==> src/rtl/target_lut_pkg.sv <==
// Shared types and constants for the programmable branch/immediate target table.
// Optional feature macro: TARGET_LUT_BYPASS_EN (write-to-read forwarding on a
// same-cycle load beat and read of the same index).
package target_lut_pkg;

  // Value held by every entry that has no dedicated reset value.
  localparam int DEFAULT_ENTRY = 1;

  // Widest entry the reset-value helper can describe; callers truncate.
  localparam int MAX_PC_W = 64;

  // Loader FSM states.
  typedef enum logic [1:0] {
    IDLE = 2'd0,
    LOAD = 2'd1,
    DONE = 2'd2
  } state_t;

  // Reset contents of entry 'index' at full width. Entry 0 is -4 (all ones
  // except the two LSBs), entries 1 and 2 are small forward offsets, and the
  // rest fall back to DEFAULT_ENTRY.
  function automatic logic [MAX_PC_W-1:0] default_entry(input int index);
    logic [MAX_PC_W-1:0] value;
    case (index)
      0:       value = ~64'd3;
      1:       value = 64'd3;
      2:       value = 64'd7;
      default: value = 64'(DEFAULT_ENTRY);
    endcase
    return value;
  endfunction

endpackage

==> src/rtl/target_lut_mem.sv <==
// Target table storage: DEPTH x PC_width flops with per-entry reset defaults,
// one synchronous write port and one combinational read port. A write and a
// read of the same entry in one cycle return the old contents.
module target_lut_mem
  import target_lut_pkg::*;
#(
  parameter int PC_width   = 10,
  parameter int ADDR_width = 3
) (
  input  logic                  clk,
  input  logic                  rst_n,
  input  logic                  we,
  input  logic [ADDR_width-1:0] waddr,
  input  logic [PC_width-1:0]   wdata,
  input  logic [ADDR_width-1:0] raddr,
  output logic [PC_width-1:0]   rdata
);

  localparam int DEPTH = 1 << ADDR_width;

  logic [PC_width-1:0] entry [DEPTH];

  // Entries reload their defaults only on reset; otherwise one write per cycle.
  always_ff @(posedge clk or negedge rst_n) begin
    if (!rst_n) begin
      for (int i = 0; i < DEPTH; i++) begin
        entry[i] <= PC_width'(default_entry(i));
      end
    end else if (we) begin
      entry[waddr] <= wdata;
    end
  end

  assign rdata = entry[raddr];

endmodule

==> src/rtl/target_lut.sv <==
// Programmable branch/immediate target table for the fetch stage.
// A narrow index selects a full-width entry; the registered read result is the
// entry itself or pc + entry (modulo 2**PC_width). The table is refilled in
// index order through a load stream.
//
// Load handshake: a beat transfers when load_valid and load_ready are both
// high on a rising Clk edge and load_start is low in that cycle. load_ready is
// registered and is high only in LOAD; load_valid may toggle freely and
// load_data is only looked at on a beat. load_start takes priority over any
// beat presented in the same cycle.
//
// Optional feature macro: TARGET_LUT_BYPASS_EN. When defined, a read that hits
// the index being written by a same-cycle beat returns load_data; otherwise it
// returns the pre-write entry.
module target_lut
  import target_lut_pkg::*;
#(
  parameter int PC_width   = 10,
  parameter int ADDR_width = 3
) (
  input  logic                  Clk,
  input  logic                  Reset_n,
  input  logic                  load_start,
  input  logic                  load_valid,
  input  logic [PC_width-1:0]   load_data,
  output logic                  load_ready,
  output logic                  loaded,
  input  logic                  rd_en,
  input  logic [ADDR_width-1:0] addr,
  input  logic                  rel,
  input  logic [PC_width-1:0]   pc,
  output logic [PC_width-1:0]   datOut,
  output logic                  dat_valid,
  output state_t                state
);

  state_t                state_nx;
  logic [ADDR_width-1:0] idx;
  logic                  beat;
  logic                  last_beat;
  logic                  ready_nx;
  logic                  loaded_nx;
  logic [PC_width-1:0]   entry_rd;
  logic [PC_width-1:0]   entry_sel;
  logic [PC_width-1:0]   rel_sum;

  // A beat only exists while LOAD advertises ready and no restart is pending.
  assign beat      = load_valid & load_ready & ~load_start;
  assign last_beat = beat & (idx == {ADDR_width{1'b1}});

  // State register.
  always_ff @(posedge Clk or negedge Reset_n) begin
    if (!Reset_n) begin
      state <= IDLE;
    end else begin
      state <= state_nx;
    end
  end

  // Next-state logic: load_start always (re)enters LOAD; the last beat ends it.
  always_comb begin
    state_nx = state;
    case (state)
      IDLE: begin
        if (load_start) state_nx = LOAD;
      end
      LOAD: begin
        if (load_start)     state_nx = LOAD;
        else if (last_beat) state_nx = DONE;
      end
      DONE: begin
        if (load_start) state_nx = LOAD;
      end
      default: state_nx = IDLE;
    endcase
  end

  // Output decode from the next state so the registered flags move on the
  // same edge as the state.
  always_comb begin
    ready_nx  = 1'b0;
    loaded_nx = 1'b0;
    case (state_nx)
      LOAD:    ready_nx  = 1'b1;
      DONE:    loaded_nx = 1'b1;
      default: begin
        ready_nx  = 1'b0;
        loaded_nx = 1'b0;
      end
    endcase
  end

  // Registered handshake/status flags.
  always_ff @(posedge Clk or negedge Reset_n) begin
    if (!Reset_n) begin
      load_ready <= 1'b0;
      loaded     <= 1'b0;
    end else begin
      load_ready <= ready_nx;
      loaded     <= loaded_nx;
    end
  end

  // Write index: cleared by load_start, advanced by each accepted beat.
  always_ff @(posedge Clk or negedge Reset_n) begin
    if (!Reset_n) begin
      idx <= '0;
    end else if (load_start) begin
      idx <= '0;
    end else if (beat) begin
      idx <= idx + ADDR_width'(1);
    end
  end

  target_lut_mem #(
    .PC_width  (PC_width),
    .ADDR_width(ADDR_width)
  ) u_mem (
    .clk  (Clk),
    .rst_n(Reset_n),
    .we   (beat),
    .waddr(idx),
    .wdata(load_data),
    .raddr(addr),
    .rdata(entry_rd)
  );

`ifdef TARGET_LUT_BYPASS_EN
  logic collide;
  assign collide = beat & (idx == addr);

  // Forward the beat's data when it targets the entry being read.
  always_comb begin
    entry_sel = entry_rd;
    if (collide) entry_sel = load_data;
  end
`else
  // Without forwarding a colliding read sees the stored (pre-write) entry.
  always_comb begin
    entry_sel = entry_rd;
  end
`endif

  // PC-relative add wraps at PC_width bits; the carry is dropped.
  assign rel_sum = pc + entry_sel;

  // Registered read port: update only on a request, valid follows rd_en.
  always_ff @(posedge Clk or negedge Reset_n) begin
    if (!Reset_n) begin
      datOut    <= '0;
      dat_valid <= 1'b0;
    end else begin
      dat_valid <= rd_en;
      if (rd_en) begin
        datOut <= rel ? rel_sum : entry_sel;
      end
    end
  end

endmodule
==> config.mk <==
export PLATFORM = sky130hd
export DESIGN_NAME = target_lut
export DESIGN_NICKNAME = d
export VERILOG_FILES = /design/src/rtl/target_lut_pkg.sv /design/src/rtl/target_lut_mem.sv /design/src/rtl/target_lut.sv
export SDC_FILE = /design/constraint.sdc
export NUM_CORES = 1
export LEC_CHECK = 0
export CORE_MARGIN = 5
export CORE_UTILIZATION = 41
export CTS_BUF_LIST = sky130_fd_sc_hd__clkbuf_16
export DETAILED_ROUTE_END_ITERATION = 16
export GPL_TIMING_DRIVEN = 0
export PLACE_DENSITY = 0.62
export SLEW_MARGIN = 5
export SYNTH_ARGS = -nofsm -noshare
export SYNTH_HDL_FRONTEND = slang
export SYNTH_HIERARCHICAL = 1
export SYNTH_SLANG_ARGS = --single-unit
==> constraint.sdc <==
create_clock -name Clk -period 3.75 [get_ports Clk]
set_clock_uncertainty 0.2 [all_clocks]
set_input_delay 0.75 -clock Clk [delete_from_list [all_inputs] [get_ports Clk]]
set_output_delay 0.75 -clock Clk [all_outputs]
set_load 0.02 [all_outputs]
* After elaboration in Yosys (flattened, before gate mapping)
Index checks and enable logic that the tools add are counted.
Operators by class: $add $sub $neg 2, $lt $le $gt $ge 3, equal/unequal tests 5, muxes and demuxes 15, bitwise gates (word level) 6, reduce and logical (&&, ||, !) cells 4
Operator list (count):
- 80-bit bitwise mux | 1
- 10-bit 2-to-1 mux | 4
- 10-bit binary-select mux with 3-bit select | 1
- 10-bit demux with 3-bit select | 1
- 10-bit adder | 1
- 4-bit greater-or-equal comparator (second input constant) | 2
- 3-bit inverter with 4-bit output | 2
- 2-bit 2-to-1 mux | 3
- 3-bit 2-to-1 mux | 2
- 2-bit by 1-bit == test with 1-bit output (second input constant) | 2
- 2-bit == test (second input constant) | 2
- 4-bit by 1-bit less-than comparator with 1-bit output (second input constant) | 1
- 2-bit one-hot mux with 2 select lines | 1
- 3-bit by 1-bit adder with 3-bit output (second input constant) | 1
- 1-bit bitwise AND | 3
- 3-bit == test (second input constant) | 1
- 2-bit zero test | 1
- 1-bit 2-to-1 mux | 2
- 2-bit nonzero test | 1
- 2-bit OR reduction | 1
- 1-bit logical AND | 1
- 1-bit inverter | 1
Word-level totals: register bits after elaboration 98

* Depth between registers and ports, before layout
Gate-level depths: netlist of the first run.
depth after elaboration 8, gate-level depth with buffers 11, gate-level depth less buffers 10

* By module
The synthesis of the first run kept the hierarchy.
Modules (own cells, without submodules):
- target_lut_mem | instances 1, cells each 210, area an instance 3717.3 µm²
- target_lut | instances 1, cells each 128, area an instance 1192.4 µm²

* Worst setup path before layout of the first run
OpenSTA, ideal clock, no wires.
path type in2reg, start point in addr[0], end point reg datOut[8], library setup time 126 ps, arrival time 3198 ps, required time 3424 ps, slack 226 ps, stages 10, path buffers 1, path through buf_6 -> mux4_1 -> mux2_2 -> ha_1 -> fa_1 -> a211oi_2 -> o31ai_1 -> a21oi_1 -> mux2i_1 -> a311o_1
Between the ends: longest elaborated chain between the ends 6
RTL lines:
- start: declaration | line target_lut.sv:29 | input logic [ADDR_width-1:0] addr,
- 3-bit inverter with 4-bit output (not written as such) | line target_lut_mem.sv:34 | assign rdata = entry[raddr];
- 10-bit binary-select mux with 3-bit select | line target_lut_mem.sv:34
- 10-bit 2-to-1 mux (not written as such) (2 in a row) | line target_lut_mem.sv:34
- via entry_rd[0] | line target_lut.sv:43 | logic [PC_width-1:0] entry_rd;
- 10-bit adder | line target_lut.sv:145 | assign rel_sum = pc + entry_sel;
- 10-bit 2-to-1 mux | line target_lut.sv:155 | datOut <= rel ? rel_sum : entry_sel;
- end signal: assignment | line target_lut.sv:155
- end: declaration | line target_lut.sv:32 | output logic [PC_width-1:0] datOut,
The timed path passes the listed nets, and every way through them passes these cells. The select of a mux whose other input is x is not followed. A chain may end at the register's enable or synchronous reset.

* Final worst setup path of the first run
Ends and elaborated chain as after synthesis.

==> results of run 1 <==
==> metal layers <==
metal	part of all wire (%)	up-vias	wire length [microns]	GRT usage, %
met3	4.7	9	489	4.84
met1	48	1500	5030	21.6
met4	1.5	0	153	4.01
met2	46	58	4810	23.6
met5	0	-	0	0
li1	-	1398	-	-
==> area by class of cell <==
class | instances | area, sq um
multi-input cells | 221 | 2330
well taps | 147 | 184
plain buffers | 15 | 87.6
clock inverters | 7 | 66.3
inverters | 4 | 15.0
fillers | 1068 | 6060
clock buffers | 9 | 225
flip-flops and latches | 98 | 2470
repair buffers | 40 | 415
==> power by group <==
part           internal, mW  total [mW]  switching [mW]
Clock                 0.516       0.901           0.386
Sequential             1.25        1.33          0.0769
Combinational         0.336       0.596           0.260
==> sequential cells by signal (all words and copies together), names as in the netlist <==
signal       cells
idx              3
loaded           1
load_ready       1
datOut          10
state            2
u_mem/entry     80
dat_valid        1
==> cells by family after synthesis <==
family	count (synthesis)	synth area share [%]
mux	116	32.6
buf+inv	19	2.04
fa+ha+maj	12	3.21
compound gates	40	5.12
xor+xnor	4	0.714
simple gates	49	5.91
flops	98	50.4
==> cell usage in the layout (no fill, tap or decap), types with 3 or more instances in the layout <==
master	netlist	routed
inv_1	3	3
a21oi_1	21	21
nor3_1	5	5
nand3_1	6	6
dfstp_2	18	18
ha_1	11	11
clkdlybuf4s50_1	0	38
buf_2	8	8
a21o_1	5	5
and4bb_2	3	3
dfrtp_1	80	80
mux2i_1	5	5
nor2_1	14	14
clkbuf_16	0	9
nand4b_1	4	4
mux2_2	91	91
mux4_1	20	20
xnor2_1	3	3
clkinv_2	0	3
nand2_1	5	5
==> final timing paths <==
path | slack, ps | cells past startpoint | to
setup / recovery | 270 | 10 | datOut[8]
hold / removal | 180 | 1 | dat_valid
setup reg to reg | 560 | 9 | datOut[8]
hold reg to reg | 300 | 1 | u_mem/entry[49]
max in group asynchronous | 2450 | 2 | u_mem/entry[73]
min in group Clk | 300 | 1 | u_mem/entry[49]
==> results.toml, run 1 <==
[critical_path]
worst-path-max-fanout = 10
arrival_ps = 3500
cp_cell_sequence = "buf_6 > mux4_1 > mux2_2 > ha_1 > fa_1 > a211oi_2 > o31ai_1 > a21oi_1 > mux2i_1 > a311o_1"
critPathBufInv = 1
cp-end-kind = "register"
critPathTopFamily = "multiplexers"
critPathKind = "input pin to register"
r2r_start = "u_mem/entry[70]"
crit_path_start_kind = "input pin"
critical-path-slowest-cell = "mux4_1"
critPathMaxStageDelay_ps = 570
cp.required_ps = 3770
crit_start = "addr[0]"

[floorplanning]
row_count = 40
dieHeight_microns = 119
dieArea_sq_mm = 0.0143
start_util_pct = 41.4
die_x_microns = 119
core_sq_mm = 0.0119
ios = 44

[power_and_ir_drop]
vdd_ir_drop_max_uv = 271
cellLeakagePower_nw = 2.71
p_total_mw = 2.83
pwr_density_cell_mw_per_mm2 = 487

[min_path]
min_path_type = "input pin to asynchronous set/reset pin"

[cts]
root_buffer = "clkbuf_16"
cts_max_level = 3
cts_buffer_depth = 2
insertion_delay_ps = 340
cts_resized = 0
cts_hold_buf = 0
cts_buffers = 9
cts_setup_buffers = 0
clk_pin_slew_ps = 60
cts_tree = "done"
clock-sinks = 98

[logic_synthesis]
synth_ff_type = "dfrtp_1"
yosysTopAreaCell = "dfrtp_1"
ys_types = 45
postSynthCellCount = 338
synth.area.top_cells = "dfrtp_1 41%, mux2_2 21%, mux4_1 11%"
syn_avg_cell_area_sq_um = 14.5
synth_seq_cells = 98
synth_area_sq_mm = 0.00491
synth_common_cells = "91 x mux2_2, 80 x dfrtp_1, 21 x a21oi_1"
yosysMostFrequentCell = "mux2_2"
yosysWarnings = 6
syn_nets = 379
yosysSeqAreaShare_pct = 50.4
synthArstFlopShare_pct = 100
synth_edf_count = 0
synth.top_cell.area_share_pct = 40.8

[place]
pre_cts_slack_ps = -294
dpl_cell_area_sq_mm = 0.00551
dpl.hpwl_microns = 6920
dp_cells = 525
globalplace.congestion = 0.853
portBuffers = 39

[grt]
track_usage_pct = 15.5
grt_pass1_vias = 3192
antenna_found_initial = 0
grt_max_degree = 62
overflow = 0
grt_first_pass_wirelength_microns = 17300

[run_status]
outcome = "finished, final reports clean"

[routing]
vias_per_cell = 5.48
vias = 2965
first_iter_violations = 153
post_drt_wl_per_cell_microns = 19.4
postRouteAntennaNets = 0
routed_wl_microns = 10500
drt_pre_antenna_iters = 4
drc = 0

[sta]
final-setup-viol-count = 0
period_share_pct = 92.7
fmax_mhz = 288
rsz0062_at_grt = "false"
drv_slew = 0
max_slew_margin_pct = 48.6
finalHoldViolations = 0
fin_setup_tns_ps = 0
holdWs_ps = 178
tightest_slew_ps = 770
layout_setup_ws_ps = 275
fin_crit_ps = 3480

[layout]
drive_gt1_share_pct = 37.3
fin_util_pct = 48.9
diodes = 0
fin_area_sq_mm = 0.00580
stdcell_count = 541
area_delta_synth_final_pct = 18.2
nNetsFinal = 430

[flow_run]
cap_violations = 0
(Power assumes the default switching activity.)
==> inputs of run 2 (changes only) <==
ABC_AREA = 1   (was unset)
ABC_CLOCK_PERIOD_IN_PS = 3750   (was unset)
==> run 2 against run 1 <==
Net effect: via count grew 57%; first-iteration DRC count grew 120%; final cell count increased by 78%; area after synthesis up 10%; count of clock-buffer cells in the layout did not move; routed wire length increased by 34%; clock power is 9.0% lower; largest power group unchanged; setup slack improved by 200 ps.
==> results.toml, run 2 <==
[routing]
vias_per_cell = 4.85
first_iter_violations = 344
drt_pre_antenna_iters = 5
post_drt_wl_per_cell_microns = 14.6
postRouteAntennaNets = 0
vias = 4667
routed_wl_microns = 14100
drc = 0

[layout]
final_cell_mix = "265 x nand2_1, 117 x inv_1, 80 x dfrtp_1, 54 x nand3_1"
drive_gt1_share_pct = 12.6
largest_reg_flops = 80
diodes = 0
nFillCells = 1311
final_common_cell = "nand2_1"
area_delta_synth_final_pct = 17.0
top_regs = "u_mem/entry (80), datOut (10), idx (3)"
nNetsFinal = 823
fin_util_pct = 48.4
fin_area_sq_mm = 0.00633
stdcell_count = 963
largest_register = "u_mem/entry"

[logic_synthesis]
synth-simple-area-share_pct = 27.7
synth_ff_type = "dfrtp_1"
yosysWarnings = 6
yosysTopAreaCell = "dfrtp_1"
synth_top_family_by_area = "simple AND/OR/NAND/NOR gates"
synth_adder_area_share_pct = 2.91
yosysMostFrequentCell = "nand2_1"
synth_area_sq_mm = 0.00541
syn_avg_cell_area_sq_um = 7.43
synth_seq_cells = 98
muxShareOfSynthArea_pct = 0
synth.top_cell.area_share_pct = 37.0
synth.area.top_cells = "dfrtp_1 37%, nand2_1 18%, dfstp_2 8.7%"
synth_edf_count = 0
syn_nets = 769
postSynthCellCount = 728
synthArstFlopShare_pct = 100
ys_types = 33
synth_common_cells = "265 x nand2_1, 113 x inv_1, 80 x dfrtp_1"
synthXorXnorAreaFrac_pct = 0.486
yosysSeqAreaShare_pct = 45.7
synth_compound_area_share_pct = 11.3

[sta]
period_share_pct = 87.4
fin_crit_ps = 3280
tightest_slew_ps = 647
rsz0062_at_grt = "false"
drv_slew = 0
finalHoldViolations = 0
fmax_mhz = 305
holdWs_ps = 214
max_slew_margin_pct = 56.9
final-setup-viol-count = 0

[cts]
clk_pin_slew_ps = 60
cts_tree = "done"
cts_max_level = 3
cts_resized = 0
root_buffer = "clkbuf_16"
insertion_delay_ps = 350
clock-sinks = 98
cts_hold_buf = 0
cts_buffers = 9
cts_setup_buffers = 0
cts_buffer_depth = 2

[place]
globalplace.congestion = 0.862
dpl_cell_area_sq_mm = 0.00608
portBuffers = 42
dp_cells = 947
dpl.hpwl_microns = 10200

[grt]
antenna_found_initial = 0
grt_max_degree = 54
track_usage_pct = 18.9
overflow = 0
grt_pass1_vias = 4581
grt_first_pass_wirelength_microns = 23300

[power_and_ir_drop]
cellLeakagePower_nw = 3.21
vdd_ir_drop_max_uv = 217
pwr_density_cell_mw_per_mm2 = 556

[floorplanning]
dieHeight_microns = 125
ios = 44
dieArea_sq_mm = 0.0156
die_x_microns = 125
core_sq_mm = 0.0131
start_util_pct = 41.4
row_count = 42

[critical_path]
cp-end-kind = "register"
arrival_ps = 3320
critPathKind = "input pin to register"
cp.required_ps = 3790
crit_path_start_kind = "input pin"
worst-path-max-fanout = 10

[run_status]
outcome = "finished, final reports clean"

[min_path]
min_path_type = "input pin to asynchronous set/reset pin"

[flow_run]
cap_violations = 0
==> run 2: area by class of cell <==
class | count | area, sq um | area share [%]
inverters | 118 | 443 | 6.99
repair buffers | 43 | 445 | 7.03
flip-flops and latches | 98 | 2470 | 39.1
clock inverters | 7 | 31.3 | 0.494
well taps | 176 | 220 | 3.48
multi-input cells | 480 | 2300 | 36.3
plain buffers | 32 | 198 | 3.12
clock buffers | 9 | 225 | 3.56
==> run 2: path summary, 6_finish.rpt <==
kind                       cells after the start            start               to  slack (ps)
setup / recovery                              19          addr[1]        datOut[8]         470
hold / removal                                 1          Reset_n        datOut[4]         210
setup reg to reg                              18   u_mem/entry[0]        datOut[8]        1260
hold reg to reg                                2  u_mem/entry[30]  u_mem/entry[30]         280
max in group asynchronous                      2          Reset_n  u_mem/entry[30]        2400
min in group Clk                               2  u_mem/entry[30]  u_mem/entry[30]         280
==> run 2: report_power, final <==
group | leakage [nW] | internal, mW | switching [mW]
clock | 0.138 | 0.436 | 0.384
sequential | 1.19 | 1.43 | 0.174
combinational | 1.88 | 0.445 | 0.655
==> run 2: cell families after synthesis <==
logic type	count (synthesis)
and+or+nand+nor	360
DFF	98
adders and majority gates	12
AOI/OAI and AO/OA	105
xor gates and xnor gates	3
buffers and inverters	150
==> run 2: stage by stage <==
| stage | TNS, ps | setup slack [ps] | total power, mW |
|---|---|---|---|
| detailed placement | 0 | 104 | 2.72 |
| global route | 0 | 234 | 3.79 |
| finish | 0 | 474 | 3.52 |
| floorplan | 0 | 949 | 2.37 |
| global placement | -166830 | -1920 | 2.68 |
| CTS | 0 | 470 | 3.55 |
==> run 2: worst max-delay path, cell delays in order <==
cell and delay [ps]:
clkdlybuf4s50_1 550, inv_1 80, clkbuf_1 230, nand3_1 140, nand2_1 70, nand2_1 80
nand2_1 110, ha_1 250, fa_1 420, nand2_1 110, nand2_1 50, nand2_1 60
nand2_2 60, nand2_1 90, nand2_1 60, nand2_1 50, nand3_1 60, nand2_1 70
nand2_1 40
==> run 2: layer usage <==
layer	track usage, %	up-vias	part of all wire [%]
li1	-	2359	-
met1	24.8	2170	46
met2	30.9	114	46
met3	3.26	24	4.8
met4	8.16	0	2.7
met5	0	-	0
==> inputs of run 3 (changes only) <==
CORE_UTILIZATION = 59   (was 41)
PLACE_DENSITY = 0.83   (was 0.62)
==> run 3 against run 2 <==
Net effect: sequential power barely moved; highest routed layer unchanged; critical path depth did not move; power rose by 3.1%; non-clock buffer count unchanged; combinational power hardly changed; cell area is 0.71% lower; count of clock-buffer cells in the layout unchanged; critical path type unchanged; clock power rose by 12%; sequential share of layout area is 0.28 points higher; setup slack worse by 19 ps; largest power group unchanged; sequential cell count unchanged.
==> results.toml, run 3 (synthesized netlist as in run 2, its figures left out) <==
[floorplanning]
dieArea_sq_mm = 0.0112
start_util_pct = 59.4
row_count = 35
core_sq_mm = 0.00911
dieHeight_microns = 106
die_x_microns = 106
ios = 44

[cts]
root_buffer = "clkbuf_16"
cts_hold_buf = 0
cts_buffer_depth = 2
cts_setup_buffers = 0
insertion_delay_ps = 340
cts_max_level = 3
cts_buffers = 9
cts_tree = "done"
clock-sinks = 98
cts_resized = 0
clk_pin_slew_ps = 70

[routing]
drc = 0
routed_wl_microns = 13300
first_iter_violations = 334
drt_pre_antenna_iters = 5
post_drt_wl_per_cell_microns = 14.8
vias_per_cell = 5.39
vias = 4842
postRouteAntennaNets = 0

[place]
dpl_cell_area_sq_mm = 0.00600
portBuffers = 42
globalplace.congestion = 0.876
dpl.hpwl_microns = 9700

[grt]
grt_max_degree = 71
grt_first_pass_wirelength_microns = 23000
grt_pass1_vias = 4953
antenna_found_initial = 0
overflow = 0
track_usage_pct = 25.6

[layout]
regArea_sq_mm = 0.00247
fin_util_pct = 69.0
diodes = 0
drive_gt1_share_pct = 13.0
final_common_cell = "nand2_1"
multi_input_area_sq_mm = 0.00230
final_cell_mix = "265 x nand2_1, 113 x inv_1, 80 x dfrtp_1, 54 x nand3_1"
nFillCells = 771
largest_register = "u_mem/entry"
area_delta_synth_final_pct = 16.2
fin_area_sq_mm = 0.00629
top_regs = "u_mem/entry (80), datOut (10), idx (3)"
largest_reg_flops = 80
nNetsFinal = 823

[critical_path]
crit_path_start_kind = "input pin"
cp-end-kind = "register"
arrival_ps = 3330
crit_start = "addr[1]"
cp.required_ps = 3790
worst-path-max-fanout = 10
r2r_start = "u_mem/entry[0]"
critPathKind = "input pin to register"

[flow_run]
cap_violations = 0

[sta]
final-setup-viol-count = 0
rsz0062_at_grt = "false"
finalHoldViolations = 0
fin_crit_ps = 3300
tightest_slew_ps = 521
period_share_pct = 87.9
fmax_mhz = 303
max_slew_margin_pct = 65.2
drv_slew = 0

[power_and_ir_drop]
pwr_density_cell_mw_per_mm2 = 577
cellLeakagePower_nw = 3.21
vdd_ir_drop_max_uv = 295
p_total_mw = 3.63

[run_status]
outcome = "finished, final reports clean"

[min_path]
min_path_type = "input pin to asynchronous set/reset pin"
## run 3: cell count changes in the layout (fill, tap and decap cells not counted)
cell,before,now
inv_1,117,113
bufinv_16,0,1
clkinv_1,2,3
inv_6,0,2
## run 3: final cells by class
cell class	count	area share [%]
sequential	98	39.4
multi-input combinational	480	36.5
timing repair buffer	43	7.08
inverter	118	7.04
clock buffer	9	3.58
buffer	32	3.14
tap	111	2.21
clock inverter	7	1.07
## run 3: per-layer routing
layer / vias to the layer above / track usage [%] / part of all wire [%]
met3: 45 / 4.41 / 4.9
met1: 2276 / 32.8 / 43
met5: - / 0 / 0
li1: 2352 / - / -
met2: 169 / 42.4 / 49
met4: 0 / 11.7 / 3.5
## run 3: critical path, stage by stage
cell             delay, ps
clkdlybuf4s50_1        530
inv_1                   70
clkbuf_1               250
nand3_1                170
nand2_1                 60
nand2_1                 50
nand2_1                110
ha_1                   260
fa_1                   430
nand2_1                110
nand2_1                 50
nand2_1                 60
nand2_2                 70
nand2_1                 80
nand2_1                 50
nand2_1                 50
nand3_1                 60
nand2_1                 60
nand2_1                 40
## run 3: report_power, final
group	leakage (nW)	total, mW	internal (mW)	switching (mW)
Combinational	1.88	1.10	0.444	0.658
Clock	0.141	0.918	0.516	0.401
Sequential	1.19	1.61	1.43	0.182
Total	3.21	3.63	2.39	1.24
## run 3: worst paths after layout
kind | end | slack, ps | cells after the start
max in group asynchronous | u_mem/entry[74] | 2520 | 2
worst max register to register | datOut[8] | 1270 | 18
worst min-delay path | u_mem/entry[48] | 130 | 1
worst max-delay path | datOut[8] | 450 | 19
min in group Clk | datOut[6] | 280 | 2
worst min register to register | datOut[6] | 280 | 2
## run 3: metrics by stage
| step | hold WS (ps) | setup slack [ps] | TNS (ps) | cells |
|---|---|---|---|---|
| finish | 135 | 455 | 0 | 898 |
| detailed placement | 265 | 153 | 0 | 882 |
| global route | 160 | 207 | 0 | 898 |
| global placement | 259 | -1750 | -150280 | 881 |
| floorplan | 250 | 949 | 0 | 728 |
| CTS | 148 | 474 | 0 | 898 |
==> RTL change, RTL diff (flow settings as in run 3) <==
Make the reset (`Reset_n` and `rst_n`) synchronous in 5 clocked blocks.
--- a/src/rtl/target_lut_mem.sv
+++ b/src/rtl/target_lut_mem.sv
@@ -21,7 +21,7 @@
   logic [PC_width-1:0] entry [DEPTH];
 
   // Entries reload their defaults only on reset; otherwise one write per cycle.
-  always_ff @(posedge clk or negedge rst_n) begin
+  always_ff @(posedge clk) begin
     if (!rst_n) begin
       for (int i = 0; i < DEPTH; i++) begin
         entry[i] <= PC_width'(default_entry(i));
--- a/src/rtl/target_lut.sv
+++ b/src/rtl/target_lut.sv
@@ -49,7 +49,7 @@
   assign last_beat = beat & (idx == {ADDR_width{1'b1}});
 
   // State register.
-  always_ff @(posedge Clk or negedge Reset_n) begin
+  always_ff @(posedge Clk) begin
     if (!Reset_n) begin
       state <= IDLE;
     end else begin
@@ -91,7 +91,7 @@
   end
 
   // Registered handshake/status flags.
-  always_ff @(posedge Clk or negedge Reset_n) begin
+  always_ff @(posedge Clk) begin
     if (!Reset_n) begin
       load_ready <= 1'b0;
       loaded     <= 1'b0;
@@ -102,7 +102,7 @@
   end
 
   // Write index: cleared by load_start, advanced by each accepted beat.
-  always_ff @(posedge Clk or negedge Reset_n) begin
+  always_ff @(posedge Clk) begin
     if (!Reset_n) begin
       idx <= '0;
     end else if (load_start) begin
@@ -145,7 +145,7 @@
   assign rel_sum = pc + entry_sel;
 
   // Registered read port: update only on a request, valid follows rd_en.
-  always_ff @(posedge Clk or negedge Reset_n) begin
+  always_ff @(posedge Clk) begin
     if (!Reset_n) begin
       datOut    <= '0;
       dat_valid <= 1'b0;
Function: differs if Reset_n is asserted again (counterexample within 4 cycles, from zero or initial values and one cycle with Reset_n low); with Reset_n held inactive, the same outputs for 4 cycles.
==> RTL change against run 3 <==
  * Worst setup slack lost 29 ps
  * Largest cell class unchanged
  * Wire length down 6.5%
  * Die area fell by 3.2%
  * Cell area is 3.9% lower
  * Sequential cell count unchanged
  * Sequential share of layout area grew 6.4 points
  * Cell count decreased by 9.7%
  * Synthesized area is 3.5% lower
  * Worst hold slack gained 130 ps
Power is not compared: it rests on default switching activity, and its combinational part moved more than twofold at a synthesized area within 25%.
==> RTL change: results (changes against run 3) <==
- Async SR Flop Fraction: 0% (-100 points)
- R2R cell count: 16 (-2)
- Post-synth EDFFs: 80 (+80)
- FF-to-FF setup slack: 1270 ps (about the same)
- Layout Nets: 739 (-10%)
- Slowest stage delay, CP: 550 ps (+20 ps)
- H-tree depth: 3 (unchanged)
- Least-Margin Pin Slew: 502 ps (-19.0 ps)
- Iter 0 DRT Violations: 387 (+16%)
- Xor/xnor share of the synthesized area: 0.503% (+0.018 points)
- Largest net degree at the start of global routing: 17 (-76%)
- First-pass GRT wire length: 20100 um (-13%)
- Most frequent cells after synthesis: nand2_1, inv_1, edfxtp_1, nor2_1, nand3_1
- GR Util met2: 39.2% (-3.2 points)
- Post-Synth Adder-Cell Area: 3.02% (+0.11 points)
- First-pass detailed-route iteration total: 6 (+1)
- All-layer global routing usage: 23.3% (-2.3 points)
- Dpl hpwl: 8900 um (-8.2%)
- Crit path DAT: 3360 ps (+30 ps)
- Main synth FF type: edfxtp_1
- Sequential element share of the synthesized area: 52.9% (+7.2 points)
- Metal3 WL: 1050 um (+63%)
- Worst setup path endpoint: datOut[8]
- Vias per inst: 5.34 (-0.94%)
- Grt met1 use: 29.1% (-3.7 points)
- Metal-1 WL: 4890 um (-15%)
- Post-Route WL: 12500 um (-6.5%)
- Compound-Gate Fraction of Synth Area: 3.95% (-7.4 points)
- Status: finished clean
- Top cells by area, synth: edfxtp_1, nand2_1, inv_1
- Global Route met3 Usage: 4.22% (-0.19 points)
- Fillers: 664 (-14%)
- R2r startpoint: u_mem/entry[2][0]
- Netlist cell types: 30 (-9.1%)
- RePlAce Congestion: 0.873 (-0.33%)
## RTL change: stage by stage
stage                     hold WS, ps  std cells  worst slack, ps  cell area (um^2)
after global routing              290        811              241              6040
after floorplan                   302        645              960              5220
final                             264        811              425              6040
after global placement            254        795              164              5780
after CTS                         268        811              465              6040
after detailed placement          257        795              108              5780
## RTL change: how the worst min path moves through the flow
stage	from	end	depth (start not counted)
5_1_grt	datOut[8]	datOut[8]	2
6_report	datOut[7]	datOut[7]	2
2_1_floorplan	idx[1]	idx[1]	2
3_5_place_dp	datOut[7]	datOut[7]	2
4_1_cts	datOut[7]	datOut[7]	2
3_3_place_gp	datOut[7]	datOut[7]	2
## RTL change: cell type report
type | count | area, um^2 | area share, %
inverter | 118 | 448 | 7.41
tap | 108 | 135 | 2.24
sequential | 98 | 2760 | 45.7
clock inverter | 7 | 42.5 | 0.704
buffer | 17 | 83.8 | 1.39
multi-input combinational | 412 | 1930 | 31.9
timing repair buffer | 42 | 420 | 6.96
clock buffer | 9 | 225 | 3.73
